$ cat config.mk
export PLATFORM = sky130hd
export DESIGN_NAME = life_sequencer
export DESIGN_NICKNAME = d
export VERILOG_FILES = /design/src/rtl/life_pkg.sv /design/src/rtl/life_tick_gen.sv /design/src/rtl/life_sequencer.sv
export SDC_FILE = /design/constraint.sdc
export NUM_CORES = 1
export LEC_CHECK = 0
export BUFFER_PORTS_ARGS = -buffer_cell sky130_fd_sc_hd__buf_2
export CORE_MARGIN = 1
export CORE_UTILIZATION = 45
export DETAILED_ROUTE_END_ITERATION = 10
export PLACE_DENSITY = 0.81
export SLEW_MARGIN = 40
export SYNTH_ARGS = -nofsm -noshare
export SYNTH_HDL_FRONTEND = slang
export SYNTH_SLANG_ARGS = --single-unit
$ cat constraint.sdc
create_clock -name clk -period 2.1 [get_ports clk]
set_input_delay 0.105 -clock clk [delete_from_list [all_inputs] [get_ports clk]]
set_output_delay 0.105 -clock clk [all_outputs]
set_load 0.05 [all_outputs]
$ cat src/rtl/life_pkg.sv
// Shared types and board geometry for the 8x8 toroidal Game of Life sequencer.
package life_pkg;

  localparam int BOARD_W  = 64;
  localparam int NUM_ROWS = 8;
  localparam int NUM_COLS = 8;

  typedef enum logic [1:0] {
    IDLE,
    ISSUE,
    COMMIT
  } seq_state_t;

  typedef logic [BOARD_W-1:0] board_t;

endpackage

$ cat src/rtl/life_tick_gen.sv
// Free-run generation-rate counter: emits a one-cycle tick every max(period_cycles,1) clocks while run is high.
module life_tick_gen #(
  parameter int PERIOD_W = 24
) (
  input  logic                clk,
  input  logic                rst_n,
  input  logic                run,
  input  logic [PERIOD_W-1:0] period_cycles,
  output logic                tick
);

  localparam logic [PERIOD_W-1:0] ONE = PERIOD_W'(1);

  logic [PERIOD_W-1:0] count;
  logic [PERIOD_W-1:0] last;

  // A period of zero behaves like one; comparing with >= lets a shrunk period wrap at once.
  assign last = (period_cycles == '0) ? '0 : period_cycles - ONE;

  always_ff @(posedge clk or negedge rst_n) begin
    if (!rst_n) begin
      count <= '0;
      tick  <= 1'b0;
    end else if (!run) begin
      count <= '0;
      tick  <= 1'b0;
    end else if (count >= last) begin
      count <= '0;
      tick  <= 1'b1;
    end else begin
      count <= count + ONE;
      tick  <= 1'b0;
    end
  end

endmodule

$ cat src/rtl/life_sequencer.sv
// Board owner and step/run controller for the Game of Life engine.
// Optional auto-halt on still-life or extinction is enabled by defining LIFE_AUTO_HALT_EN.
module life_sequencer
  import life_pkg::*;
#(
  parameter int PERIOD_W = 24,
  parameter int GEN_W    = 16
) (
  input  logic                clk,
  input  logic                rst_n,
  input  logic                load_valid,
  input  logic [BOARD_W-1:0]  load_bits,
  output logic                load_ready,
  input  logic                run,
  input  logic                step,
  input  logic [PERIOD_W-1:0] period_cycles,
  output logic [BOARD_W-1:0]  engine_current,
  output logic                engine_update,
  input  logic [BOARD_W-1:0]  engine_next,
  output logic [BOARD_W-1:0]  board_bits,
  output logic                gen_done,
  output logic [GEN_W-1:0]    gen_count,
  output logic                stable,
  output logic                extinct
);

  localparam logic [GEN_W-1:0] GEN_ONE = GEN_W'(1);

  seq_state_t state;
  logic       tick;
  logic       pending;
  logic       tick_eff;
  logic       pending_eff;

  life_tick_gen #(
    .PERIOD_W(PERIOD_W)
  ) u_tick_gen (
    .clk          (clk),
    .rst_n        (rst_n),
    .run          (run),
    .period_cycles(period_cycles),
    .tick         (tick)
  );

`ifdef LIFE_AUTO_HALT_EN
  logic halted;
  logic run_q;

  assign tick_eff    = tick & ~halted;
  assign pending_eff = pending & ~halted;

  // Halt latches on a still-life or dead commit; a fresh load or a new run request resumes free-run.
  always_ff @(posedge clk or negedge rst_n) begin
    if (!rst_n) begin
      halted <= 1'b0;
      run_q  <= 1'b0;
    end else begin
      run_q <= run;
      if (state == COMMIT && (engine_next == board_bits || engine_next == '0)) begin
        halted <= 1'b1;
      end else if ((state == IDLE && load_valid) || (run && !run_q)) begin
        halted <= 1'b0;
      end
    end
  end
`else
  assign tick_eff    = tick;
  assign pending_eff = pending;
`endif

  assign load_ready     = (state == IDLE);
  assign engine_current = board_bits;

  // Ticks that land while a generation is in flight are remembered once and never stacked.
  always_ff @(posedge clk or negedge rst_n) begin
    if (!rst_n) begin
      state         <= IDLE;
      board_bits    <= '0;
      gen_count     <= '0;
      stable        <= 1'b0;
      extinct       <= 1'b1;
      engine_update <= 1'b0;
      gen_done      <= 1'b0;
      pending       <= 1'b0;
    end else begin
      engine_update <= 1'b0;
      gen_done      <= 1'b0;

      if (!run) begin
        pending <= 1'b0;
`ifdef LIFE_AUTO_HALT_EN
      end else if (halted) begin
        pending <= 1'b0;
`endif
      end else if (tick_eff && state != IDLE) begin
        pending <= 1'b1;
      end

      case (state)
        IDLE: begin
          if (load_valid) begin
            board_bits <= load_bits;
            gen_count  <= '0;
            stable     <= 1'b0;
            extinct    <= (load_bits == '0);
            pending    <= 1'b0;
          end else if (step || pending_eff || tick_eff) begin
            state         <= ISSUE;
            engine_update <= 1'b1;
            pending       <= 1'b0;
          end
        end

        ISSUE: begin
          state <= COMMIT;
        end

        COMMIT: begin
          board_bits <= engine_next;
          stable     <= (engine_next == board_bits);
          extinct    <= (engine_next == '0);
          gen_done   <= 1'b1;
          if (gen_count != '1) begin
            gen_count <= gen_count + GEN_ONE;
          end
          state <= IDLE;
        end

        default: begin
          state <= IDLE;
        end
      endcase
    end
  end

endmodule
==> impl_metrics.py <==
metrics = {
    "floorplan": {
        "initial_utilization": 0.459,
        "fp.dieH_um": 135,
        "core_um2": 17200,
        "die-area_um2": 18100,
        "io_pins": 306,
        "row_count": 48,
        "die_x_um": 135,
    },
    "yosys": {
        "synth_top_cell_area_share": 0.351,
        "synth.area.top_cells": "dfrtp_1 35%, xnor2_1 6.8%, buf_4 6.1%",
        "synth.distinct_cells": 53,
        "synth_edf_count": 0,
        "synth-seq-cells": 112,
        "synth_top_area_cell": "dfrtp_1",
        "syn_nets": 1084,
        "synth_ff_type": "dfrtp_1",
        "synthCells": 899,
        "async_flop_share": 1.00,
        "avgSynthCellArea_um2": 8.80,
        "ys_seq_area_frac": 0.354,
        "yosys_warnings": 0,
        "syn-cell-area_um2": 7910,
    },
    "grt": {
        "grt_pass1_wl_um": 42900,
        "grt_pass1_vias": 7775,
        "grtUsageTotal": 0.309,
        "grt.overflow.total": 0,
        "grt_max_degree": 70,
        "antenna_found_initial": 1,
    },
    "place": {
        "dpl.hpwl_um": 22300,
        "place.gp.congestion": 0.955,
        "pre_cts_slack_ns": -1.43,
        "io_buffers": 305,
    },
    "clocking": {
        "clock_latency_ns": 0.35,
        "numCtsBuffers": 9,
        "cts_tree": "done",
        "clk_path_buf_depth": 2,
        "htreeDepth": 3,
        "clock_sinks": 112,
        "path_clk_slew_ns": 0.08,
        "cts_root_buf": "clkbuf_16",
    },
    "route": {
        "drc": 0,
        "routed_via_density": 5.88,
        "detail-route-antenna-nets": 0,
        "drt_first_pass_iters": 6,
        "wl_per_cell_um": 20.2,
        "num_vias": 8412,
        "drt_iter0_markers": 743,
        "wirelength_um": 28900,
    },
    "pwr": {
        "power_mw": 8.42,
        "leakagePower_nw": 4.77,
        "p_per_area_nw_per_um2": 810,
        "ir_drop_mv": 0.558,
    },
    "setup_path": {
        "reg2regPathDepth": 8,
        "worst-path-max-fanout": 6,
        "cp.required_ns": 2.33,
        "setup.worst_path.start_class": "primary input",
        "crit_path_end_kind": "register",
        "cp_cell_sequence": "buf_6 -> or4_4 -> or4_4 -> or3_4 -> or4_4 -> mux2i_2 -> ha_1 -> nand2_2 -> nor3_4 -> o311ai_4 -> nand4_1 -> buf_6 -> buf_6 -> nor3_2",
        "path_class": "primary input to register",
        "crit_arrival_ns": 3.41,
        "slowest_stage": "or4_4",
        "critPathMaxStageDelay_ns": 0.52,
    },
    "min_path": {
        "min_path_type": "primary input to register",
        "min_path_cells": 4,
    },
    "layout": {
        "fillers": 1518,
        "area_delta_synth_final_pct": 31.3,
        "final_cell_mix": "302 x buf_2, 106 x dfrtp_1, 80 x buf_4",
        "final_nets": 1385,
        "layout-drive-gt1-share": 0.378,
        "final_common_cell": "buf_2",
    },
    "timing": {
        "skew_ns": 0.0108,
        "rsz0062_at_grt": "yes",
        "setup_viol": 25,
        "setup_slack_ns": -1.08,
        "hold_violations": 0,
        "fmax_mhz": 314,
        "tns_ns": -26.58,
        "worst_pin_slew_ns": 0.546,
        "finalCriticalPeriod_ns": 3.18,
        "slew_violations": 0,
        "final.period_utilization": 1.51,
        "slew_headroom": 0.633,
    },
    "run_status": {
        "failed_checks": "negative setup slack",
        "outcome": "complete, but fails checks",
    },
    "flow_run": {
        "drv_cap": 0,
    },
}
-- critical path, delay by kind of cell --
| family | cells | cell delay (ns) |
|---|---|---|
| AND/OR/NAND/NOR | 8 | 2.27 |
| multiplexers | 1 | 0.16 |
| AO/OA/AOI/OAI | 1 | 0.14 |
| buffers and inverters | 3 | 0.39 |
| adder cells (fa/ha/maj) | 1 | 0.33 |
-- metrics by stage --
step | cell area, um^2 | utilization | hold slack (ns) | std cells
floorplan | 7950 | - | -0.191 | 899
global placement | 9790 | 0.568 | -0.00111 | 1407
detailed placement | 9790 | 0.568 | -0.00172 | 1407
CTS | 10200 | 0.589 | 0.0163 | 1425
global route | 10400 | 0.603 | 0.0273 | 1431
finish | 10400 | 0.603 | 0.0204 | 1431
-- cell families after synthesis --
logic type                 share of synthesized area
muxes                                         0.0392
and+or+nand+nor                                0.213
adders and majority gates                     0.0443
AOI/OAI and AO/OA                              0.151
buffers and inverters                         0.0863
DFF                                            0.354
xor gates and xnor gates                       0.112
-- per-layer routing --
metal / vias up / track usage / wire, um
met1: 3964 / 0.393 / 11400
met5: - / 0 / 0
met2: 529 / 0.514 / 13800
li1: 3820 / - / -
met4: 0 / 0.126 / 1260
met3: 99 / 0.0627 / 2430
-- power by group --
part           internal (mW)  leakage [nW]  switching, mW
Combinational          0.981          3.18           2.74
Clock                   1.08         0.160          0.819
Sequential              2.41          1.43          0.386
Total                   4.47          4.77           3.95
-- synthesized netlist by cell type, drive strengths merged (37+ instances only) --
cell / n
dfrtp: 111
o21ai: 76
buf: 66
xnor2: 61
nand2: 59
nor4: 49
a21oi: 45
nor2b: 40
xor2: 40
a22oi: 39
nor3: 39
clkbuf: 38
nand4: 38
nor2: 37
-- path summary, 6_finish.rpt --
path                                   endpoint  slack [ns]                 start
max                        u_tick_gen.count[13]       -1.08     period_cycles[11]
min                                     extinct        0.02         load_bits[59]
max reg2reg                u_tick_gen.count[16]           0  u_tick_gen.count[15]
min reg2reg                              stable        0.49                stable
max in group asynchronous          gen_count[2]        1.22                 rst_n
min in group asynchronous        board_bits[51]        0.17                 rst_n
-- cell type report --
class,count,area (um^2),area share
Timing Repair Buffer,394,2300,0.221
Tap cell,225,282,0.0271
Multi-Input combinational cell,669,4620,0.445
Clock buffer,11,243,0.0234
Sequential cell,112,2810,0.270
Inverter,14,52.6,0.00506
Antenna cell,1,2.50,0.000241
Clock inverter,5,78.8,0.00759
-- sequential cells by signal, summed over array words and instances (netlist names), 2 cells and up --
register          count
board_bits           64
state                 2
u_tick_gen.count     24
gen_count            16
-- what timing repair did --
item	4_1_cts	5_1_grt
buffers inserted	1	2
pin swaps	5	11
gates resized for setup	4	32
hold endpoints to repair	16	0
gates cloned	0	3
endpoints found under the setup margin	25	25
hold buffers	1	0
Power figures use the tool's default switching activity.
